File: src/rtl/onehot_scan_encoder_if.sv
// Handshake bundle for the one-hot scan encoder: mask request side and index beat side.
interface onehot_scan_encoder_if #(
    parameter int WIDTH = 32,
    parameter int IDXW  = 5
);
    logic             IN_VALID;
    logic             IN_READY;
    logic [WIDTH-1:0] IN_MASK;
    logic             OUT_VALID;
    logic             OUT_READY;
    logic [IDXW-1:0]  OUT_IDX;
    logic             OUT_LAST;
    logic [IDXW:0]    REMAIN;
    logic             ZERO_MASK;

    modport master (
        output IN_VALID, IN_MASK, OUT_READY,
        input  IN_READY, OUT_VALID, OUT_IDX, OUT_LAST, REMAIN, ZERO_MASK
    );

    modport slave (
        input  IN_VALID, IN_MASK, OUT_READY,
        output IN_READY, OUT_VALID, OUT_IDX, OUT_LAST, REMAIN, ZERO_MASK
    );
endinterface

File: src/rtl/onehot_scan_encoder.sv
// Serialises a multi-hot mask into one index beat per handshake, lowest (or highest) set bit first.
// WIDTH must be a power of two >= 2 and IDXW must equal log2(WIDTH).
module onehot_scan_encoder #(
    parameter int WIDTH     = 32,
    parameter int IDXW      = 5,
    parameter bit MSB_FIRST = 1'b0
) (
    input  logic                 CLK,
    input  logic                 RESET_N,
    onehot_scan_encoder_if.slave bus,
    output logic                 dbg_state_o
);

    typedef enum logic {IDLE = 1'b0, SCAN = 1'b1} state_t;

    state_t           state_q;
    logic [1:0]       rst_sync_q;
    logic             rst_int_n;
    logic [WIDTH-1:0] pending_q;
    logic [WIDTH-1:0] pending_d;
    logic [IDXW:0]    remain_q;
    logic [IDXW-1:0]  idx_q;
    logic             last_q;
    logic             valid_q;
    logic             zero_q;
    logic [IDXW:0]    in_count;

    function automatic logic [IDXW-1:0] scan_idx(input logic [WIDTH-1:0] m);
        logic [IDXW-1:0] r;
        r = '0;
        if (!MSB_FIRST) begin
            for (int i = WIDTH - 1; i >= 0; i--) if (m[i]) r = IDXW'(i);
        end else begin
            for (int i = 0; i < WIDTH; i++) if (m[i]) r = IDXW'(i);
        end
        return r;
    endfunction

    function automatic logic [IDXW:0] popcount(input logic [WIDTH-1:0] m);
        logic [IDXW:0] c;
        c = '0;
        for (int i = 0; i < WIDTH; i++) c = c + (IDXW+1)'(m[i]);
        return c;
    endfunction

    // Reset asserts asynchronously but is released only after two clean clock edges.
    always_ff @(posedge CLK or negedge RESET_N) begin
        if (!RESET_N) rst_sync_q <= 2'b00;
        else          rst_sync_q <= {rst_sync_q[0], 1'b1};
    end
    assign rst_int_n = rst_sync_q[1];

    assign pending_d = pending_q & ~(WIDTH'(1) << idx_q);
    assign in_count  = popcount(bus.IN_MASK);

    // Valid/ready: a transfer happens on a rising edge where both are 1; a
    // producer holding valid keeps its payload stable until that edge.
    always_ff @(posedge CLK or negedge rst_int_n) begin
        if (!rst_int_n) begin
            state_q   <= IDLE;
            pending_q <= '0;
            remain_q  <= '0;
            idx_q     <= '0;
            last_q    <= 1'b0;
            valid_q   <= 1'b0;
            zero_q    <= 1'b0;
        end else begin
            zero_q <= 1'b0;
            case (state_q)
                IDLE: begin
                    if (bus.IN_VALID) begin
                        if (bus.IN_MASK != '0) begin
                            pending_q <= bus.IN_MASK;
                            remain_q  <= in_count;
                            idx_q     <= scan_idx(bus.IN_MASK);
                            last_q    <= (in_count == (IDXW+1)'(1));
                            valid_q   <= 1'b1;
                            state_q   <= SCAN;
                        end else begin
                            zero_q <= 1'b1;
                        end
                    end
                end
                SCAN: begin
                    if (bus.OUT_READY) begin
                        if (last_q) begin
                            pending_q <= '0;
                            remain_q  <= '0;
                            idx_q     <= '0;
                            last_q    <= 1'b0;
                            valid_q   <= 1'b0;
                            state_q   <= IDLE;
                        end else begin
                            pending_q <= pending_d;
                            remain_q  <= remain_q - (IDXW+1)'(1);
                            idx_q     <= scan_idx(pending_d);
                            last_q    <= (remain_q == (IDXW+1)'(2));
                        end
                    end
                end
                default: state_q <= IDLE;
            endcase
        end
    end

    assign bus.IN_READY  = (state_q == IDLE) && rst_int_n;
    assign bus.OUT_VALID = valid_q;
    assign bus.OUT_IDX   = idx_q;
    assign bus.OUT_LAST  = last_q;
    assign bus.REMAIN    = remain_q;
    assign bus.ZERO_MASK = zero_q;
    assign dbg_state_o   = state_q;

endmodule

File: src/flat_wrapper.sv
// flat-port wrapper written by rule: the top's interface ports become plain ports
module onehot_scan_encoder_flat 
#(
    parameter int WIDTH     = 32,
    parameter int IDXW      = 5,
    parameter bit MSB_FIRST = 1'b0
)
  (CLK, RESET_N, dbg_state_o, bus_IN_VALID, bus_IN_MASK, bus_OUT_READY, bus_IN_READY, bus_OUT_VALID, bus_OUT_IDX, bus_OUT_LAST, bus_REMAIN, bus_ZERO_MASK);
  onehot_scan_encoder_if #(.WIDTH(WIDTH), .IDXW(IDXW)) bus_i ();
  input  logic CLK;
  input  logic RESET_N;
  output logic dbg_state_o;
  input wire logic [$bits(bus_i.IN_VALID)-1:0] bus_IN_VALID;
  input wire logic [$bits(bus_i.IN_MASK)-1:0] bus_IN_MASK;
  input wire logic [$bits(bus_i.OUT_READY)-1:0] bus_OUT_READY;
  output wire logic [$bits(bus_i.IN_READY)-1:0] bus_IN_READY;
  output wire logic [$bits(bus_i.OUT_VALID)-1:0] bus_OUT_VALID;
  output wire logic [$bits(bus_i.OUT_IDX)-1:0] bus_OUT_IDX;
  output wire logic [$bits(bus_i.OUT_LAST)-1:0] bus_OUT_LAST;
  output wire logic [$bits(bus_i.REMAIN)-1:0] bus_REMAIN;
  output wire logic [$bits(bus_i.ZERO_MASK)-1:0] bus_ZERO_MASK;
  assign bus_i.IN_VALID = bus_IN_VALID;
  assign bus_i.IN_MASK = bus_IN_MASK;
  assign bus_i.OUT_READY = bus_OUT_READY;
  assign bus_IN_READY = bus_i.IN_READY;
  assign bus_OUT_VALID = bus_i.OUT_VALID;
  assign bus_OUT_IDX = bus_i.OUT_IDX;
  assign bus_OUT_LAST = bus_i.OUT_LAST;
  assign bus_REMAIN = bus_i.REMAIN;
  assign bus_ZERO_MASK = bus_i.ZERO_MASK;
  onehot_scan_encoder #(.WIDTH(WIDTH), .IDXW(IDXW), .MSB_FIRST(MSB_FIRST)) u_core (.CLK(CLK), .RESET_N(RESET_N), .bus(bus_i), .dbg_state_o(dbg_state_o));
endmodule
File: config.mk
export PLATFORM = sky130hd
export DESIGN_NAME = onehot_scan_encoder_flat
export DESIGN_NICKNAME = d
export VERILOG_FILES = /design/src/rtl/onehot_scan_encoder_if.sv /design/src/rtl/onehot_scan_encoder.sv /design/src/flat_wrapper.sv
export SDC_FILE = /design/constraint.sdc
export NUM_CORES = 1
export LEC_CHECK = 0
export CAP_MARGIN = 20
export CORE_MARGIN = 5
export CORE_UTILIZATION = 55
export DETAILED_ROUTE_END_ITERATION = 8
export HOLD_SLACK_MARGIN = 0.05
export PLACE_DENSITY = 0.91
export SLEW_MARGIN = 40
export SYNTH_ARGS = -nofsm -noshare
export SYNTH_HDL_FRONTEND = slang
export SYNTH_SLANG_ARGS = --single-unit
File: constraint.sdc
create_clock -name CLK -period 2 [get_ports CLK]
set_input_delay 0.4 -clock CLK [delete_from_list [all_inputs] [get_ports CLK]]
set_output_delay 0.4 -clock CLK [all_outputs]
set_load 0.1 [all_outputs]
==> metrics.md, run 1 <==
| Metric | Value |
|---|---|
| EDFF count, synth | `0` |
| Cts bufs inserted | `5` |
| Syn Inst Count | `518` |
| Number of global-route vias before repair | `7634` |
| Clk sinks | `49` |
| Final Wtd Congestion | `0.961` |
| Root Buffer | `clkbuf_8` |
| Failing step | `global routing` |
| I/O pins | `52` |
| Clock tree buffer depth | `2` |
| Synth cell types | `59` |
| Tool error | `[ERROR GRT-0116] Global routing finished with congestion. Check the congestion regions in the DRC Viewer.` |
| Post-synthesis register bit count | `49` |
| Status | `aborted with a tool error` |
| First-pass GRT wire length | `48100 um` |
| Std-Cell Rows | `31` |
| IO buf count | `51` |
| Hold Buf Count CTS | `0` |
| Die Height | `97.4 um` |
| Pre-CTS WS | `-3.93 ns` |
| H-tree depth | `2` |
| Register area share after synthesis | `29.2%` |
| Die X | `97.4 um` |
| Cell Area, Placed | `6050 um2` |
| Dpl hpwl | `13300 um` |
| GRT overflow | `2` |
| Pin count of the biggest net entering global routing | `48` |
| Synth Warn # | `0` |
| Starting density of the core | `57.3%` |
| Synth Cell Area | `4200 um2` |
| Top FF cell, synth | `dfrtp_1` |
| Dpl cells | `783` |
| Overall Global Routing Usage | `67.2%` |
| Mapped Nets | `589` |
| Async SR Flop Fraction | `100%` |
| Syn Area/Cell | `8.12 um2` |
[routing by layer]
layer  GRT usage (%)  GRT overflow
met4            65.9             0
met1            64.8             0
met2            81.7             2
met5            29.7             0
met3            57.3             0
[stage by stage]
stage	utilization, %	setup TNS (ns)
floorplan	-	-19.63
global placement	82.6	-55.91
detailed placement	82.6	-61.20
CTS	93.2	-23.92
[repair_timing]
item | 4_1_cts
endpoints found under the hold margin | 0
buffers inserted | 28
endpoints found under the setup margin | 47
resized for setup | 223
pin swaps | 53
gates cloned | 2
[synthesized netlist by cell type, types with 11 or more instances]
library cell | n | area share [%]
o21ai_0 | 77 | 9.2
nor2_1 | 63 | 5.6
inv_1 | 51 | 4.6
dfrtp_1 | 49 | 29
fa_1 | 24 | 11
nand2_1 | 23 | 2.1
a21oi_1 | 21 | 2.5
clkbuf_1 | 16 | 1.4
o21a_1 | 14 | 2.5
nor3_1 | 13 | 1.5
o21ai_1 | 13 | 1.5
ha_1 | 11 | 3.3
nand2b_1 | 11 | 1.6
[logic make-up after synthesis]
| group | Yosys count | share of synthesized area [%] |
|---|---|---|
| other | 1 | 0.0892 |
| buffers and inverters | 79 | 7.83 |
| AOI/OAI and AO/OA | 185 | 27.6 |
| muxes | 1 | 0.238 |
| adders and majority gates | 35 | 14.7 |
| xor gates and xnor gates | 3 | 0.625 |
| and+or+nand+nor | 165 | 19.7 |
| DFF | 49 | 29.2 |
==> inputs of run 2 (changes only) <==
--- a/config.mk
+++ b/config.mk
@@ -7,10 +7,9 @@
 export LEC_CHECK = 0
 export CAP_MARGIN = 20
 export CORE_MARGIN = 5
-export CORE_UTILIZATION = 55
+export CORE_UTILIZATION = 40
 export DETAILED_ROUTE_END_ITERATION = 8
-export HOLD_SLACK_MARGIN = 0.05
-export PLACE_DENSITY = 0.91
+export PLACE_DENSITY_LB_ADDON = 0.15
 export SLEW_MARGIN = 40
 export SYNTH_ARGS = -nofsm -noshare
 export SYNTH_HDL_FRONTEND = slang
==> metrics.md, run 2 <==
| Metric | Value |
|---|---|
| Max Cap Viol | `0` |
| Final Non-Filler Cells | `863` |
| IO buf count | `51` |
| Clk_skew | `0.0122 ns` |
| Pin count of the biggest net entering global routing | `48` |
| Root Buffer | `clkbuf_8` |
| Crit path DAT | `5.16 ns` |
| Share of the synthesized area in the top cell type | `29.2%` |
| RR Endpoint | `u_core.bus.OUT_IDX[0]` |
| H-tree depth | `2` |
| TritonCTS clock tree | `yes` |
| Sequential cell area | `1250 um2` |
| Iteration-0 DRC count of the detailed router | `239` |
| Element type at the critical path end | `flop` |
| Fmax achieved | `204 MHz` |
| Final Cycle Share | `246%` |
| Async SR Flop Fraction | `100%` |
| Synth area leaders | `dfrtp_1 29%, fa_1 11%, o21ai_0 9.2%` |
| Max Transition Viols Final | `0` |
| Slew margin rel. | `58.2%` |
| Final WS setup | `-2.91 ns` |
| Clock latency at the later pin of the worst-skew pair | `0.32 ns` |
| N_diodes | `0` |
| Worst Path Required | `2.25 ns` |
| Internal | `6450 uW` |
| Multi-input gate area | `3110 um2` |
| DR vias/cell | `5.62` |
| FF-to-FF Start | `u_core.bus.OUT_IDX[0]` |
| Die X | `113 um` |
| Max reg flops | `32` |
| Worst-path clk slew | `0.10 ns` |
| Final worst path period need | `4.91 ns` |
| WS Path Type | `input pin to flop` |
| Final setup violation count | `36` |
| Worst path max stage delay | `0.59 ns` |
| Status | `finished with violations` |
| Starting density of the core | `40.9%` |
| VDD IR-drop max | `2.18 mV` |
| Clock power share | `4.7%` |
| Synth Cell Area | `4200 um2` |
| Dpl hpwl | `11600 um` |
| Fillers | `884` |
| Switch share | `49.4%` |
| Synth Warn # | `0` |
| Number of global-route vias before repair | `5056` |
| Biggest register | `u_core.pending_q` |
| Syn Inst Count | `518` |
| Cell area after layout | `7020 um2` |
| I/O pins | `52` |
| Mapped Nets | `589` |
| Top FF cell, synth | `dfrtp_1` |
| Routed vias | `4852` |
| Commonest cells post-synth | `77 x o21ai_0, 63 x nor2_1, 51 x inv_1, 49 x dfrtp_1, 24 x fa_1` |
| Commonest cells after routing, fill and taps aside | `149 x buf_4, 61 x nor2_1, 42 x dfrtp_1` |
| Synth cell types | `59` |
| Reg2reg path depth | `9` |
| Most common cell after layout, fill and taps aside | `buf_4` |
| Std-Cell Rows | `37` |
| Nets | `797` |
| Routed WL | `15900 um` |
| Slew @ Worst Pin | `0.627 ns` |
| Clock tree buffer depth | `2` |
| Post-synthesis register bit count | `49` |
| Crit-path cells | `buf_8 > fa_2 > inv_2 > fa_1 > inv_1 > fa_1 > inv_2 > fa_1 > fa_1 > fa_1 > fa_2 > fa_2 > buf_4 > xnor2_2 > nor3_1 > o2111ai_1 > a31oi_1` |
| Total core area | `10300 um2` |
| Register area share after synthesis | `29.2%` |
| Share of layout cells above drive strength 1 | `44.7%` |
| Cell mode on critical path | `fa_1` |
| HP Class | `input pin to asynchronous set/reset pin` |
| Count leader, synth | `o21ai_0` |
| Cts bufs inserted | `5` |
| Routed len/inst | `18.4 um` |
| Pre-Repair DR Iteration Count | `4` |
| Number of antenna-violating nets in the routed design | `0` |
| RSZ-0062 raised after global routing | `true` |
| Clk sinks | `49` |
| Initial antenna violation count | `0` |
| Largest area contributor in the netlist | `dfrtp_1` |
| Die ar. | `12700 um2` |
| PwrDens | `1820 nW/um2` |
| Cell Area, Placed | `6150 um2` |
| CP startpoint kind | `input pin` |
| Pre-CTS WS | `-3.85 ns` |
| R2R setup slack | `-0.28 ns` |
| Final Wtd Congestion | `0.981` |
| Worst setup path start | `bus_IN_MASK[22]` |
| GRT overflow | `0` |
| Failing checks | `setup timing` |
| Sequential share of power | `15.6%` |
| Die Height | `113 um` |
| Leakage power total | `0.00312 uW` |
| Fin Setup TNS | `-21.76 ns` |
| Syn Area/Cell | `8.12 um2` |
| Area grow syn2layout | `66.9%` |
| Combinational Power Share | `79.6%` |
| Overall Global Routing Usage | `25.1%` |
| Crit-path max FO | `2` |
| EDFF count, synth | `0` |
| Drc violations | `0` |
| Worst setup path endpoint | `u_core.bus.OUT_LAST` |
| First-pass GRT wire length | `25500 um` |
| Sw Pwr | `6310 uW` |
| Layout Utilization | `68.3%` |
| Final hold violation count | `0` |
| Dpl cells | `824` |
| CP max-delay cell | `fa_2` |
## run 2: cell families after synthesis
group / share of synthesized area, %
multiplexers: 0.238
AND/OR/NAND/NOR: 19.7
buffers and inverters: 7.83
AO/OA/AOI/OAI: 27.6
flip-flops: 29.2
XOR/XNOR: 0.625
other: 0.0892
adder cells (fa/ha/maj): 14.7
## run 2: metrics by stage
step                total power (uW)  hold WS [ns]
floorplan                       7100         0.104
global placement               10200         0.336
detailed placement             10400         0.340
CTS                            12200         0.233
global route                   13600         0.240
finish                         12800         0.231
## run 2: metal layers
metal / vias up / share of wire [%] / wire length, um / GRT usage (%)
met5: - / 0 / 0 / 0
met4: 0 / 2.6 / 415 / 8.25
met3: 36 / 6.1 / 964 / 3.94
met2: 186 / 50 / 7920 / 42.8
met1: 2361 / 42 / 6610 / 32.6
li1: 2269 / - / - / -
## run 2: worst min path at each step
| stage | to | cells past startpoint | slack (ns) | start |
|---|---|---|---|---|
| global route | u_core.rst_sync_q[1] | 1 | 0.24 | RESET_N |
| global placement | u_core.rst_sync_q[1] | 0 | 0.34 | u_core.rst_sync_q[0] |
| detailed placement | u_core.rst_sync_q[1] | 0 | 0.34 | u_core.rst_sync_q[0] |
| floorplan | u_core.rst_sync_q[0] | 0 | 0.10 | RESET_N |
| finish | u_core.rst_sync_q[1] | 1 | 0.23 | RESET_N |
| CTS | u_core.rst_sync_q[0] | 1 | 0.23 | RESET_N |
## run 2: timing repair
action	in CTS	in global routing
hold buffers	0	0
cloned	5	0
resized for setup	196	56
pin swaps	54	47
buffers inserted	18	10
endpoints found under the setup margin	47	46
## run 2: power by group through the flow
stage | registers [uW] | clock network [uW] | logic, uW
after floorplan | 2770 | 0 | 4330
after global placement | 1900 | 0 | 8290
after detailed placement | 1920 | 0 | 8530
after CTS | 1940 | 603 | 9690
after global routing | 2040 | 639 | 10900
final | 2000 | 605 | 10200
## run 2: cell type report
type	instances	area share, %
clock buffer	6	1.03
tap	136	2.42
inverter	51	2.98
clock inverter	2	0.143
multi-input combinational	390	44.3
timing repair buffer	229	31.3
sequential	49	17.8
## run 2: worst max-delay path, delay by kind of cell
family | cells | cell delay (ns)
AO/OA/AOI/OAI | 2 | 0.31
XOR/XNOR | 1 | 0.13
AND/OR/NAND/NOR | 1 | 0.15
buffers and inverters | 5 | 0.38
adder cells (fa/ha/maj) | 8 | 3.78
Note: power is estimated with default switching activity, not from simulation.
==> inputs of run 3 (changes only) <==
--- a/config.mk
+++ b/config.mk
@@ -6,8 +6,10 @@
 export NUM_CORES = 1
 export LEC_CHECK = 0
 export CAP_MARGIN = 20
+export CELL_PAD_IN_SITES_DETAIL_PLACEMENT = 1
+export CELL_PAD_IN_SITES_GLOBAL_PLACEMENT = 2
 export CORE_MARGIN = 5
-export CORE_UTILIZATION = 40
+export CORE_UTILIZATION = 34
 export DETAILED_ROUTE_END_ITERATION = 8
 export PLACE_DENSITY_LB_ADDON = 0.15
 export SLEW_MARGIN = 40
==> metrics.md, run 3 (synthesis gave the netlist of run 2 again) <==
| Metric | Value |
|---|---|
| Fin Hold WS | `0.255 ns` |
| N_diodes | `0` |
| Root Buffer | `clkbuf_16` |
| Iteration-0 DRC count of the detailed router | `267` |
| Biggest register | `u_core.pending_q` |
| Slew margin rel. | `55.8%` |
| Clk_skew | `0.00999 ns` |
| H-tree depth | `2` |
| TritonCTS clock tree | `yes` |
| Crit path DAT | `5.28 ns` |
| Element type at the critical path end | `flop` |
| First-pass GRT wire length | `29400 um` |
| WS Path Type | `input pin to flop` |
| PwrDens | `1920 nW/um2` |
| Starting density of the core | `34.9%` |
| Overall Global Routing Usage | `25.9%` |
| Clk sinks | `49` |
| Final worst path period need | `5.05 ns` |
| Overall power | `14000 uW` |
| Area grow syn2layout | `73.2%` |
| Routed WL | `19500 um` |
| Pre-Repair DR Iteration Count | `5` |
| Slew @ Worst Pin | `0.664 ns` |
| Max Transition Viols Final | `0` |
| Max reg flops | `32` |
| Std-Cell Rows | `40` |
| Die Height | `121 um` |
| VDD IR-drop max | `2.31 mV` |
| Cts bufs inserted | `5` |
| Most common cell after layout, fill and taps aside | `buf_4` |
| Crit-path max FO | `2` |
| Final Wtd Congestion | `0.889` |
| Dpl hpwl | `13700 um` |
| RSZ-0062 raised after global routing | `true` |
| CP max-delay cell | `fa_1` |
| Worst path max stage delay | `0.56 ns` |
| Clock tree buffer depth | `2` |
| Routed vias | `5063` |
| Fmax achieved | `198 MHz` |
| Die ar. | `14700 um2` |
| Number of antenna-violating nets in the routed design | `0` |
| Final Cycle Share | `253%` |
| Final hold violation count | `0` |
| Cell mode on critical path | `fa_1` |
| Clock latency at the later pin of the worst-skew pair | `0.30 ns` |
| Pin count of the biggest net entering global routing | `48` |
| Drc violations | `0` |
| Die X | `121 um` |
| RR Endpoint | `u_core.bus.OUT_IDX[0]` |
| Total core area | `12100 um2` |
| CP startpoint kind | `input pin` |
| Commonest cells after routing, fill and taps aside | `150 x buf_4, 60 x nor2_1, 42 x dfrtp_1` |
| I/O pins | `52` |
| Leakage power total | `0.00323 uW` |
| Final setup violation count | `38` |
| Crit-path cells | `buf_8 > fa_1 > inv_2 > fa_1 > inv_1 > fa_1 > inv_2 > fa_1 > fa_1 > fa_1 > fa_2 > fa_2 > inv_2 > a21o_1 > a21oi_2 > xor2_1 > o2111ai_1 > a31oi_1` |
| Worst-path clk slew | `0.08 ns` |
| Failing checks | `setup timing` |
| GRT overflow | `0` |
| Max Cap Viol | `0` |
| HP Class | `input pin to asynchronous set/reset pin` |
| IO buf count | `51` |
| Worst Path Required | `2.22 ns` |
| Nets | `809` |
| Reg2reg path depth | `7` |
| Initial antenna violation count | `0` |
| Routed len/inst | `21.5 um` |
| FF-to-FF Start | `u_core.bus.OUT_IDX[0]` |
| Number of global-route vias before repair | `5451` |
| Share of layout cells above drive strength 1 | `46.3%` |
| R2R setup slack | `-0.28 ns` |
| DR vias/cell | `5.58` |
| Final WS setup | `-3.05 ns` |
| Status | `finished with violations` |
## run 3: area by class of cell
class | count | area (um2)
clock inverters | 3 | 21.3
well taps | 168 | 210
flip-flops and latches | 49 | 1250
clock buffers | 5 | 125
inverters | 51 | 209
repair buffers | 241 | 2290
fillers | 1375 | 4780
multi-input cells | 390 | 3180
## run 3: what timing repair did
action / 4_1_cts / 5_1_grt
hold buffers: 0 / 0
pin swaps: 50 / 50
cloned: 3 / 3
resized for setup: 194 / 83
buffers inserted: 21 / 20
setup endpoints to repair: 47 / 46
## run 3: metal layers
| layer | routed length, um | share of wire, % | vias up | GRT usage [%] |
|---|---|---|---|---|
| met4 | 439 | 2.3 | 0 | 6.44 |
| met5 | 0 | 0 | - | 0 |
| li1 | - | - | 2293 | - |
| met2 | 9880 | 51 | 173 | 46.8 |
| met3 | 997 | 5.1 | 36 | 3.64 |
| met1 | 8170 | 42 | 2561 | 32.5 |
## run 3: where the power goes
part / internal [uW] / switching, uW
clock: 468 / 425
sequential: 1470 / 563
combinational: 5140 / 5880
## run 3: worst max path at each step
stage,start,endpoint,slack (ns),cells after the start
3_3_place_gp,bus_IN_MASK[1],u_core.bus.OUT_LAST,-3.75,18
5_1_grt,bus_IN_MASK[22],u_core.bus.OUT_LAST,-3.19,17
4_1_cts,bus_IN_MASK[1],u_core.bus.OUT_LAST,-3.14,18
3_5_place_dp,bus_IN_MASK[1],u_core.bus.OUT_LAST,-3.85,18
2_1_floorplan,bus_IN_MASK[1],u_core.bus.OUT_LAST,-2.93,17
6_report,bus_IN_MASK[22],u_core.bus.OUT_LAST,-3.05,18
## run 3: critical path, delay by kind of cell
kind                       cells  cell delay [ns]
AOI/OAI and AO/OA              4             0.50
xor gates and xnor gates       1             0.23
buffers and inverters          5             0.32
adders and majority gates      8             3.80
## run 3: metrics by stage
stage | util [%] | cells | setup WS [ns] | setup TNS [ns] | cell area [um2]
after floorplan | - | 518 | -2.93 | -19.63 | 4390
after global placement | 52.0 | 864 | -3.75 | -57.68 | 6270
after detailed placement | 52.0 | 864 | -3.85 | -60.46 | 6270
after CTS | 57.9 | 896 | -3.14 | -23.24 | 6990
after global routing | 60.4 | 907 | -3.19 | -25.80 | 7280
final | 60.4 | 907 | -3.05 | -23.19 | 7280
==> inputs of run 4 (changes only) <==
--- a/config.mk
+++ b/config.mk
@@ -10,6 +10,7 @@
 export CELL_PAD_IN_SITES_GLOBAL_PLACEMENT = 2
 export CORE_MARGIN = 5
 export CORE_UTILIZATION = 34
+export CTS_BUF_LIST = sky130_fd_sc_hd__clkbuf_8 sky130_fd_sc_hd__clkbuf_16
 export DETAILED_ROUTE_END_ITERATION = 8
 export PLACE_DENSITY_LB_ADDON = 0.15
 export SLEW_MARGIN = 40
==> results of run 4 <==
The final DEF is identical to that of run 3; final timing and power are the same.
